## config.mk

```make
export PLATFORM = sky130hd
export DESIGN_NAME = led_breather
export DESIGN_NICKNAME = d
export VERILOG_FILES = /design/src/rtl/led_breather_pkg.sv /design/src/rtl/led_breather_pwm_gen.sv /design/src/rtl/led_breather.sv
export SDC_FILE = /design/constraint.sdc
export NUM_CORES = 1
export LEC_CHECK = 0
export ABC_AREA = 1
export CAP_MARGIN = 30
export CORE_MARGIN = 3
export CORE_UTILIZATION = 64
export DETAILED_ROUTE_END_ITERATION = 10
export GPL_ROUTABILITY_DRIVEN = 0
export PLACE_DENSITY = 0.94
export SYNTH_ARGS = -nofsm -noshare
export SYNTH_HDL_FRONTEND = slang
export SYNTH_HIERARCHICAL = 1
export SYNTH_SLANG_ARGS = --single-unit
```

## constraint.sdc

```tcl
create_clock -name clk -period 5.3 [get_ports clk]
set_clock_uncertainty 0.05 [all_clocks]
set_input_delay 1.06 -clock clk [delete_from_list [all_inputs] [get_ports clk]]
set_output_delay 1.06 -clock clk [all_outputs]
set_load 0.01 [all_outputs]
```

## src/rtl/led_breather_pkg.sv

```systemverilog
// Shared state encoding and saturating duty arithmetic for the LED breather.
// Pure declarations; no latency or backpressure of its own.
package led_breather_pkg;

    typedef enum logic [1:0] {
        IDLE = 2'd0,
        RISE = 2'd1,
        PEAK = 2'd2,
        FALL = 2'd3
    } state_t;

    // Operands are widened by one bit so the sum cannot wrap before clamping.
    function automatic logic [31:0] sat_add(input logic [31:0] a,
                                            input logic [31:0] b,
                                            input logic [31:0] lim);
        logic [32:0] sum;
        sum = {1'b0, a} + {1'b0, b};
        return (sum > {1'b0, lim}) ? lim : sum[31:0];
    endfunction

    function automatic logic [31:0] sat_sub(input logic [31:0] a,
                                            input logic [31:0] b);
        return (b > a) ? 32'd0 : (a - b);
    endfunction

endpackage

```

## src/rtl/led_breather_pwm_gen.sv

```systemverilog
// PWM generator: period 2^PWM_BITS-1 clocks, duty shadowed and reloaded only at the wrap.
// Latency: led registered one clock after the compare; new duty visible after the next wrap.
// No backpressure: free-running, duty input sampled once per period.
module led_breather_pwm_gen #(
    parameter int PWM_BITS = 8
) (
    input  logic                clk,
    input  logic                rst_n,
    input  logic [PWM_BITS-1:0] duty,
    output logic                led
);

    localparam logic [PWM_BITS-1:0] MAX_D = '1;
    localparam logic [PWM_BITS-1:0] LAST  = MAX_D - 1'b1;

    logic [PWM_BITS-1:0] pwm_cnt;
    logic [PWM_BITS-1:0] duty_active;
    logic                wrap;

    assign wrap = (pwm_cnt == LAST);

    // Counter never reaches MAX, so duty_active==MAX keeps led constantly on.
    always_ff @(posedge clk or negedge rst_n) begin
        if (!rst_n) begin
            pwm_cnt     <= '0;
            duty_active <= '0;
            led         <= 1'b0;
        end else begin
            pwm_cnt <= wrap ? '0 : pwm_cnt + 1'b1;
            if (wrap) begin
                duty_active <= duty;
            end
            led <= (pwm_cnt < duty_active);
        end
    end

endmodule

```

## src/rtl/led_breather.sv

```systemverilog
// LED breathing fade: ramps PWM duty up/down by STEP per step_tick with a hold at full brightness.
// Latency: duty/state update on the edge sampling step_tick; led follows after the next PWM wrap.
// No backpressure: step_tick pulses are consumed once per cycle high, ignored in IDLE.
module led_breather #(
    parameter int PWM_BITS   = 8,
    parameter int STEP       = 1,
    parameter int HOLD_TICKS = 4
) (
    input  logic                clk,
    input  logic                rst_n,
    input  logic                en,
    input  logic                step_tick,
    output logic                led,
    output logic [PWM_BITS-1:0] duty,
    output logic [1:0]          state,
    output logic                cycle_done
);

    import led_breather_pkg::*;

    localparam int                  MAX   = (2 ** PWM_BITS) - 1;
    localparam logic [PWM_BITS-1:0] MAX_D = '1;
    localparam int                  HW    = (HOLD_TICKS > 0) ? $clog2(HOLD_TICKS + 1) : 1;
    localparam logic [HW-1:0]       HOLD_LAST = HW'(HOLD_TICKS);

    state_t              state_q, state_d;
    logic [PWM_BITS-1:0] duty_q, duty_d;
    logic [HW-1:0]       hold_q, hold_d, hold_inc;
    logic                done_q, done_d;
    logic [PWM_BITS-1:0] duty_up, duty_dn;

    assign duty_up  = PWM_BITS'(sat_add(32'(duty_q), 32'(STEP), 32'(MAX)));
    assign duty_dn  = PWM_BITS'(sat_sub(32'(duty_q), 32'(STEP)));
    assign hold_inc = hold_q + 1'b1;

    always_ff @(posedge clk or negedge rst_n) begin
        if (!rst_n) begin
            state_q <= IDLE;
            duty_q  <= '0;
            hold_q  <= '0;
            done_q  <= 1'b0;
        end else begin
            state_q <= state_d;
            duty_q  <= duty_d;
            hold_q  <= hold_d;
            done_q  <= done_d;
        end
    end

    always_comb begin
        state_d = state_q;
        duty_d  = duty_q;
        hold_d  = hold_q;
        done_d  = 1'b0;
        case (state_q)
            IDLE: begin
                duty_d = '0;
                if (en) begin
                    state_d = RISE;
                end
            end
            RISE: begin
                if (!en) begin
                    // Losing enable mid-rise turns a coincident tick into a fade step.
                    state_d = FALL;
                    if (step_tick) begin
                        duty_d = duty_dn;
                        if (duty_dn == '0) begin
                            done_d  = 1'b1;
                            state_d = IDLE;
                        end
                    end
                end else if (step_tick) begin
                    duty_d = duty_up;
                    if (duty_up == MAX_D) begin
                        hold_d  = '0;
                        state_d = (HOLD_TICKS == 0) ? FALL : PEAK;
                    end
                end
            end
            PEAK: begin
                if (!en) begin
                    state_d = FALL;
                end else if (step_tick) begin
                    hold_d = hold_inc;
                    if (hold_inc == HOLD_LAST) begin
                        state_d = FALL;
                    end
                end
            end
            FALL: begin
                if (step_tick) begin
                    duty_d = duty_dn;
                    if (duty_dn == '0) begin
                        done_d  = 1'b1;
                        state_d = en ? RISE : IDLE;
                    end
                end
            end
            default: state_d = IDLE;
        endcase
    end

    led_breather_pwm_gen #(
        .PWM_BITS (PWM_BITS)
    ) u_pwm (
        .clk   (clk),
        .rst_n (rst_n),
        .duty  (duty_q),
        .led   (led)
    );

    assign duty       = duty_q;
    assign state      = state_q;
    assign cycle_done = done_q;

endmodule

```

-- Word level (Yosys, flattened, before mapping)
Cells that the tools add are included.
W data, S select, Z words.
- $add $sub $neg: 4
- multiply operators: 0
- divide/modulo/power cells: 0
- order comparisons: 3
- equality and inequality tests: 18
- shift-type cells: 0
- muxes and demuxes: 30
- bitwise operators: 0
- reduce and logical (&&, ||, !) cells: 7
- operators by type and width (cell ; count):
    $mux W8 ; 6
    $pmux W8 S3 ; 1
    $mux W2 ; 11
    $eq A8 B8 Y1 const B ; 2
    $ne A2 B2 Y1 const B ; 8
    $mux W3 ; 5
    $ne A3 B3 Y1 const B ; 4
    $add A8 B1 Y9 const B ; 1
    $gt A9 B8 Y1 const B ; 1
    $add A8 B1 Y8 const B ; 1
    $gt A1 B8 Y1 const A ; 1
    $logic_not A8 Y1 ; 1
    $lt A8 B8 Y1 ; 1
    $pmux W2 S4 ; 1
    $sub A8 B1 Y8 const B ; 1
    $reduce_and A7 Y1 ; 1
    $pmux W3 S2 ; 1
    $reduce_and A6 Y1 ; 1
    $eq A2 B2 Y1 const B ; 2
    $mux W1 ; 4
    $add A3 B1 Y3 const B ; 1
    $eq A3 B3 Y1 const B ; 1
    $reduce_bool A3 Y1 ; 1
    $eq A2 B1 Y1 const B ; 1
    4 further kinds ; 4
- flip-flop bits (word level): 31
- bits in latches: 0
- bits in writable memories: 0
- ROM bits: 0
- input bits: 4
- output and inout port bits: 12
- memories: 0

-- Longest topological paths before layout
Gate-level depths: netlist (run 1).
- depth after elaboration: 8
- depth in mapped cells: 14
- depth with buffers taken out: 14

-- Cells and area by module
The synthesis (run 1) kept the hierarchy.
- modules (own cells, without submodules) (module ; times used ; cells an instance ; area each (um^2) ; seq. area each (um^2)):
    led_breather ; 1 ; 223 ; 1456.4 ; 350.3
    led_breather_pwm_gen ; 1 ; 104 ; 892.1 ; 425.4

-- Least setup slack after synthesis (run 1)
Ideal clock, no wire load.
- kind: in2reg
- start: input en
- end: register duty_q[6] (netlist: duty[6])
- arrival time: 1.868 ns
- data required time: 5.130 ns
- slack: 3.262 ns
- stages: 7
- buffers on the path: 0
- path through: inv_1 > o21ai_0 > inv_1 > o211ai_1 > nand3_1 > o21ai_0 > inv_1
- word-level cells in the longest chain between the ends: 2
- elaborated cells between the ends (all ways): 4
- classes of those cells: eq/ne (1); mux (2); reduce/logical (1)
- ends and longest elaborated chain (element ; line ; text):
    from (decl) ; led_breather.sv:11 ; input logic en,
    $mux W8 / $ne A3 B3 Y1 (equally long branches) ; - ;
    $pmux W8 S3 / $reduce_and A2 Y1 (equally long branches) ; - ;
    to (signal assigned) ; led_breather.sv:44 ; duty_q <= duty_d;
    to (decl) ; led_breather.sv:27 ; logic [PWM_BITS-1:0] duty_q, duty_d;
Parallel ways exist; a longest one is shown, timed or not.
A chain may end at the register's enable or synchronous reset.

-- Final worst setup path (run 1)
- start: register duty_q[2] (netlist: duty[2])
- end: output duty[2]
- RTL lines (element ; line ; text):
    to (decl) ; led_breather.sv:14 ; output logic [PWM_BITS-1:0] duty,
No word-level cell between the ends.

==> impl_metrics.toml, run 1 <==
[status]
status = "completed"

[critical_path]
rr_endpoint = "hold_q[2]"
endpoint = "duty[2]"
crit_start = "duty[2]"
path_max_fanout = 11
start_kind = "flip-flop"
worstPathArrival_ns = 1.61
rr_startpoint = "duty[0]"
r2r_cells = 13
critPathSlowestCell = "dfrtp_1"
critPathRequiredTime_ns = 4.19
crit_family = "flip-flops"
path_cells = "clkdlybuf4s50_1"
cp.depth = 1
path_class = "flip-flop to output port"
end_kind = "output port"
path_buf_inv = 1
slowest_delay_ns = 0.69
reg2reg_slack_ns = 3.02

[clock_tree]
clk_latency_ns = 0.28
cts_sinks = 31
cts_tree = "done"
path_clk_slew_ns = 0.07
ctsHoldBuffers = 0
cts_setup_buffers = 0
cts_made_buffers = 5
clk_path_buf_depth = 2
root_buffer = "clkbuf_8"
cts.htree.levels = 2
cts_resized = 0

[routing]
route.detailed.drc = 0
vias_per_cell = 5.69
drtIter0Drc = 121
drt-total-wl_um = 5650
drtAntennaViolNets = 0
routedWlPerCell_um = 14.5
num_vias = 2219
drt-pass1-iter-count = 4

[global_route]
grt_pass1_wl_um = 9730
grt_pass1_vias = 2178
overflow = 0
grtUsageTotal = 0.290
antenna_found_initial = 0
grt_max_degree = 32

[timing]
slew_viol_final = 0
tightest_slew_ns = 0.596
fmax_ghz = 0.367
setup_tns_ns = 0
fin_crit_ns = 2.72
whs_ns = 0.430
hold_viol = 0
maxSlewHeadroom = 0.602
grt_setup_unrepaired = "no"
period_share = 0.514
setup_violations = 0

[logic_synthesis]
yosys.area.top_type = "dfrtp_1"
synth_cell_type_count = 35
syn_area_um2 = 2350
syn_nets = 345
ys_warn_count = 6
synth_top_cell_area_share = 0.330
yosysSeqAreaShare = 0.330
avgSynthCellArea_um2 = 7.18
synth_seq_cells = 31
netlist_instances = 327
synth.area.top_cells = "dfrtp_1 33%, nand2_1 14%, ha_1 7.5%"

[power_and_ir_drop]
p_leak_nw = 1.31
cellPowerDensity_nw_per_um2 = 512
power_w = 0.00134
peakVddDrop_mv = 0.363

[hold_path]
worst_hold_startpoint = "u_pwm/pwm_cnt[0]"
holdCritPathClass = "flip-flop to flip-flop"

[floorplan]
core_um2 = 3440
die_w_um = 66.6
die-area_um2 = 4430
num_rows = 21
die_h_um = 66.6
ioPinCount = 16
start_util = 0.682

[layout]
nNetsFinal = 361
final_common_cell = "nand2_1"
fillers = 276
drive_gt1_frac = 0.128
antenna_cells = 0
syn2layout_area_growth_pct = 11.1
final_cell_mix = "85 x nand2_1, 37 x nor2_1, 31 x dfrtp_1"

[place]
port_buffers = 15
hpwl_um = 4010

[run]
maxCapViolations = 0
## cells in the mapped netlist
master    count
buf_6         6
xnor2_1       1
clkbuf_1      1
nor4_1        1
o21ai_1       9
o21ai_0      15
o211ai_1      1
inv_2         5
xor2_1        1
ha_1         14
clkinv_2      1
bufinv_8      1
nand3_1      20
nand2_2      10
a22oi_2       1
o21a_1        1
o21bai_1      1
o221ai_1      1
a22oi_1       5
clkinv_4      1
dfrtp_1      31
nor2_1       37
nand3_2       2
inv_4         1
nor3_4        1
nand2_1      85
a31oi_1       1
nor2_4        3
inv_1        30
nor2_2        6
nand4_1       5
nor3_1        1
nand2_4       3
a21oi_1      24
nor3b_1       1
## layout make-up
cell class                      instances  area (µm²)  area share
Inverter                               39         169      0.0647
Multi-Input combinational cell        250        1330       0.511
Tap cell                               46        57.6      0.0221
Clock buffer                            6        82.6      0.0316
Clock inverter                          2        35.0      0.0134
Timing Repair Buffer                   16         158      0.0604
Sequential cell                        31         776       0.297
## power by group
part / total, W / internal (W) / leakage, nW / switching [W]
logic: 0.000678 / 0.000258 / 0.858 / 0.000419
registers: 0.000414 / 0.000285 / 0.394 / 0.000129
clock network: 0.000244 / 0.000152 / 0.0612 / 0.0000922
## how the worst min path moves through the flow
stage | end | slack [ns] | cells past startpoint
final | u_pwm/pwm_cnt[0] | 0.43 | 1
after floorplan | u_pwm/pwm_cnt[0] | 0.38 | 1
after CTS | u_pwm/pwm_cnt[0] | 0.43 | 1
after detailed placement | u_pwm/pwm_cnt[0] | 0.41 | 1
after global routing | u_pwm/pwm_cnt[0] | 0.46 | 1
after global placement | u_pwm/pwm_cnt[0] | 0.40 | 1
## metal layers
layer	wire, µm	up-vias	GRT usage
met3	286	11	0.0540
li1	-	1094	-
met5	0	-	0
met2	2920	72	0.504
met4	82	0	0.124
met1	2360	1042	0.346
## metrics by stage
step | instances | worst slack, ns | utilization | instance area, µm²
3_3_place_gp | 382 | 2.50 | 0.724 | 2490
2_1_floorplan | 327 | 3.26 | - | 2350
4_1_cts | 390 | 2.57 | 0.758 | 2610
6_report | 390 | 2.58 | 0.758 | 2610
5_1_grt | 390 | 2.45 | 0.758 | 2610
3_5_place_dp | 382 | 2.39 | 0.724 | 2490
## cells by family (layout without fill, tap and decap cells)
| family | Yosys count | after routing | synth area share |
|---|---|---|---|
| adder cells (fa/ha/maj) | 14 | 14 | 0.0746 |
| XOR/XNOR | 2 | 2 | 0.00746 |
| buffers and inverters | 46 | 63 | 0.102 |
| flip-flops | 31 | 31 | 0.330 |
| AO/OA/AOI/OAI | 59 | 59 | 0.140 |
| AND/OR/NAND/NOR | 175 | 175 | 0.346 |
## state kept, by name, summed over array words and instances (netlist names), named ones only
register and count:
u_pwm/pwm_cnt 8, duty 8, state 1, cycle_done 1, u_pwm/duty_active 8, u_pwm/led 1, hold_q 3
No activity file was read; power rests on OpenSTA's default activity.
==> inputs of run 2 (changes only) <==
CORE_UTILIZATION = 59   (was 64)
PLACE_DENSITY = 0.88   (was 0.94)
clock period = 2.7 ns   (was 5.3 ns; I/O delays follow)
==> run 2 against run 1 <==
Core utilization is 5.4 points lower. Non-clock buffer count is 3 higher. First-iteration DRC count is 35% higher. Worst hold slack worse by 0.018 ns. Via count is 2.6% lower. Final area is 0.96% higher. Global-route usage is 6.0 points lower. Power is 95% higher. Flip-flop and latch count stayed put. Critical path depth stayed put. Setup slack worse by 2.1 ns. Critical path type unchanged. Largest power group unchanged. Highest routed layer unchanged.
==> impl_metrics.toml, run 2 (same netlist as run 1, synthesis figures left out) <==
[floorplan]
core_um2 = 3740
start_util = 0.627
die_w_um = 69.1
die-area_um2 = 4770
die_h_um = 69.1
num_rows = 22
ioPinCount = 16

[timing]
fin_crit_ns = 2.20
period_share = 0.815
grt_setup_unrepaired = "no"
maxSlewHeadroom = 0.584
setup_violations = 0
hold_viol = 0
slew_viol_final = 0
fmax_ghz = 0.454
tightest_slew_ns = 0.623
setup_tns_ns = 0

[power_and_ir_drop]
peakVddDrop_mv = 0.760
cellPowerDensity_nw_per_um2 = 991
p_leak_nw = 1.33

[critical_path]
crit_family = "flip-flops"
worstPathArrival_ns = 1.61
path_buf_inv = 1
path_class = "flip-flop to output port"
end_kind = "output port"
reg2reg_slack_ns = 0.57
r2r_cells = 13
path_cells = "clkdlybuf4s50_1"
slowest_delay_ns = 0.69
critPathRequiredTime_ns = 2.11
rr_endpoint = "state[0]"
path_max_fanout = 11
start_kind = "flip-flop"
rr_startpoint = "duty[0]"
critPathSlowestCell = "dfrtp_1"

[layout]
final_cell_mix = "85 x nand2_1, 37 x nor2_1, 31 x dfrtp_1"
fin_area_um2 = 2640
antenna_cells = 0
multiInputGateArea_um2 = 1330
final-seq-area_um2 = 776
drive_gt1_frac = 0.135
fillers = 314
final_common_cell = "nand2_1"
nNetsFinal = 364
syn2layout_area_growth_pct = 12.2

[clock_tree]
cts.htree.levels = 2
cts_made_buffers = 5
root_buffer = "clkbuf_8"
clk_path_buf_depth = 2
clk_latency_ns = 0.28
cts_sinks = 31
cts_resized = 0
ctsHoldBuffers = 0
cts_tree = "done"
path_clk_slew_ns = 0.07
cts_setup_buffers = 0

[global_route]
grtUsageTotal = 0.230
grt_pass1_wl_um = 9090
grt_max_degree = 32
overflow = 0
grt_pass1_vias = 2029
antenna_found_initial = 0

[hold_path]
hold_depth = 1
holdCritPathClass = "flip-flop to flip-flop"
worst_hold_startpoint = "u_pwm/pwm_cnt[0]"
hold_end = "u_pwm/pwm_cnt[0]"

[routing]
drt-total-wl_um = 5300
drt-pass1-iter-count = 5
drtAntennaViolNets = 0
num_vias = 2162
vias_per_cell = 5.47
drtIter0Drc = 163
route.detailed.drc = 0
routedWlPerCell_um = 13.4

[run]
maxCapViolations = 0

[place]
placed_area_um2 = 2520
hpwl_um = 4030
port_buffers = 15

[status]
status = "completed"
## run 2: cell count changes in the layout (fill, tap and decap cells not counted), sizes merged
cell,change
buf,+3
## run 2: worst max-delay path by stage
stage | from | endpoint | slack, ns | depth (start not counted)
after global routing | duty[0] | state[0] | 0.40 | 13
after CTS | duty[2] | duty[2] | 0.51 | 1
after floorplan | duty[0] | hold_q[2] | 0.70 | 14
after global placement | en | duty[6] | 0.46 | 8
final | duty[2] | duty[2] | 0.50 | 1
after detailed placement | en | duty[6] | 0.43 | 8
## run 2: area by class of cell
class                      count  share of cell area
clock buffer                   6              0.0313
clock inverter                 2              0.0133
inverter                      39              0.0641
multi-input combinational    250               0.506
sequential                    31               0.294
tap                           48              0.0228
timing repair buffer          19              0.0684
## run 2: where the power goes
| part | total, W | leakage (nW) | internal [W] | switching (W) |
|---|---|---|---|---|
| clock | 0.000475 | 0.0612 | 0.000299 | 0.000177 |
| sequential | 0.000768 | 0.394 | 0.000561 | 0.000207 |
| combinational | 0.00137 | 0.872 | 0.000528 | 0.000839 |
| total | 0.00261 | 1.33 | 0.00139 | 0.00122 |
## run 2: per-stage QoR
stage | setup WS (ns) | hold slack, ns | std cells | total power [W] | util
3_5_place_dp | 0.435 | 0.408 | 387 | 0.00212 | 0.672
6_report | 0.500 | 0.412 | 395 | 0.00261 | 0.704
2_1_floorplan | 0.703 | 0.194 | 327 | 0.00176 | -
4_1_cts | 0.510 | 0.417 | 395 | 0.00260 | 0.704
5_1_grt | 0.396 | 0.451 | 395 | 0.00281 | 0.704
3_3_place_gp | 0.461 | 0.402 | 387 | 0.00209 | 0.672
## run 2: per-layer routing
metal	up-vias	wire, µm	share of wire	global-route usage
met2	76	2580	0.49	0.379
met4	0	31	0.0059	0.0607
met3	4	286	0.054	0.0466
met1	983	2400	0.45	0.306
met5	-	0	0	0
li1	1099	-	-	-
==> inputs of run 3 (changes only) <==
CORE_UTILIZATION = 53   (was 59)
PLACE_DENSITY = 0.84   (was 0.88)
clock period = 2 ns   (was 2.7 ns; I/O delays follow)
==> run 3 against run 2 <==
Clock power hardly changed. Flip-flop and latch count stayed put. Combinational power is 59% higher. Die area rose by 10%. Critical path depth increased by 13. Largest cell class unchanged.
==> impl_metrics.toml, run 3 (same netlist as run 1, synthesis figures left out) <==
[layout]
multiInputGateArea_um2 = 1370
syn2layout_area_growth_pct = 17.4
final-seq-area_um2 = 781
final_cell_mix = "84 x nand2_1, 35 x nor2_1, 29 x inv_1"
fillers = 379
fin_area_um2 = 2760
antenna_cells = 0
utilization = 0.665
drive_gt1_frac = 0.199
final_common_cell = "nand2_1"
final_cells = 412
nNetsFinal = 379

[place]
port_buffers = 15
dp.cells = 403
placed_area_um2 = 2630
hpwl_um = 4400

[timing]
fmax_ghz = 0.524
maxSlewHeadroom = 0.729
setup_violations = 0
period_share = 0.954
hold_viol = 0
slew_viol_final = 0
fin_crit_ns = 1.91
grt_setup_unrepaired = "yes"
tightest_slew_ns = 0.406

[clock_tree]
path_clk_slew_ns = 0.07
clk_path_buf_depth = 2
cts_tree = "done"
clk_latency_ns = 0.28
cts_made_buffers = 5
ctsHoldBuffers = 0
cts_sinks = 31
cts.htree.levels = 2
root_buffer = "clkbuf_8"

[critical_path]
path_class = "flip-flop to flip-flop"
path_cells = "ha_2 > nand2_2 > inv_2 > nand3_1 > nand2_1 > nand2_1 > nor2_2 > nand3_2 > nand2_4 > inv_4 > nand2_2 > nand2_2 > nand3_1 > o21ai_1"
worstPathArrival_ns = 2.02
end_kind = "flip-flop"
critPathRequiredTime_ns = 2.11
slowest_delay_ns = 0.43
crit_family = "simple AND/OR/NAND/NOR gates"
path_buf_inv = 2
start_kind = "flip-flop"
critPathSlowestCell = "dfrtp_1"
path_max_fanout = 6
crit_top_cell = "nand2_2"

[hold_path]
holdCritPathClass = "flip-flop to flip-flop"

[routing]
route.detailed.drc = 0
drtAntennaViolNets = 0
num_vias = 2311
drt-pass1-iter-count = 4
drt-total-wl_um = 5830
vias_per_cell = 5.61
routedWlPerCell_um = 14.1
drtIter0Drc = 154

[global_route]
grt_pass1_wl_um = 9490
antenna_found_initial = 0
grt_pass1_vias = 2032
grtUsageTotal = 0.233
overflow = 0
grt_max_degree = 32

[power_and_ir_drop]
cellPowerDensity_nw_per_um2 = 1340
peakVddDrop_mv = 1.05
p_leak_nw = 1.38

[floorplan]
start_util = 0.567
die_w_um = 72.6
core_um2 = 4140
num_rows = 23
die_h_um = 72.6
ioPinCount = 16
die-area_um2 = 5270

[status]
status = "completed"

[run]
maxCapViolations = 0
run 3: final timing paths:
| check | start | end | slack (ns) | depth (start not counted) |
|---|---|---|---|---|
| min in group asynchronous | rst_n | duty[0] | 0.47 | 2 |
| worst min-delay path | u_pwm/pwm_cnt[0] | u_pwm/pwm_cnt[0] | 0.42 | 1 |
| worst max register to register | duty[0] | hold_q[2] | 0.09 | 14 |
| worst min register to register | u_pwm/pwm_cnt[0] | u_pwm/pwm_cnt[0] | 0.42 | 1 |
| worst max-delay path | duty[0] | hold_q[2] | 0.09 | 14 |
| max in group asynchronous | rst_n | duty[5] | 1.11 | 2 |
run 3: per-layer routing:
metal | routed length, µm | GRT usage | part of all wire | up-vias
met1 | 2450 | 0.308 | 0.42 | 1047
met5 | 0 | 0 | 0 | -
met3 | 445 | 0.0540 | 0.076 | 28
met2 | 2700 | 0.374 | 0.46 | 106
li1 | - | - | - | 1130
met4 | 228 | 0.0779 | 0.039 | 0
run 3: final cells by class:
| class | count | area share |
|---|---|---|
| inverters | 39 | 0.0613 |
| clock buffers | 7 | 0.0277 |
| repair buffers | 34 | 0.106 |
| well taps | 50 | 0.0227 |
| clock inverters | 1 | 0.00182 |
| flip-flops and latches | 31 | 0.283 |
| multi-input cells | 250 | 0.497 |
run 3: report_power, final:
| part | switching (W) | internal [W] |
|---|---|---|
| sequential | 0.000269 | 0.000767 |
| combinational | 0.00127 | 0.000910 |
| clock | 0.000229 | 0.000244 |
run 3: repair_timing:
| action | CTS | global route |
|---|---|---|
| endpoints found under the setup margin | 2 | 5 |
| buffers inserted | 0 | 1 |
| pin swaps | 0 | 2 |
| gates resized for setup | 2 | 12 |
| hold endpoints to repair | 0 | 0 |
run 3: stage by stage:
stage	hold slack, ns	TNS [ns]	worst slack [ns]	power, W
CTS	0.425	0	0.0751	0.00354
finish	0.421	0	0.0924	0.00369
floorplan	0.0544	0	0.00261	0.00238
global route	0.452	-0.117	-0.0359	0.00398
detailed placement	0.417	0	0.0381	0.00305
global placement	0.403	0	0.0844	0.00300
run 3: worst reg2reg max path, cell delays in order, from the launching register on:
cell and delay [ns]:
dfrtp_1 0.43, ha_2 0.25, nand2_2 0.07, inv_2 0.11, nand3_1 0.07, nand2_1 0.13
nand2_1 0.08, nor2_2 0.10, nand3_2 0.09, nand2_4 0.11, inv_4 0.04, nand2_2 0.06
nand2_2 0.06, nand3_1 0.07, o21ai_1 0.06
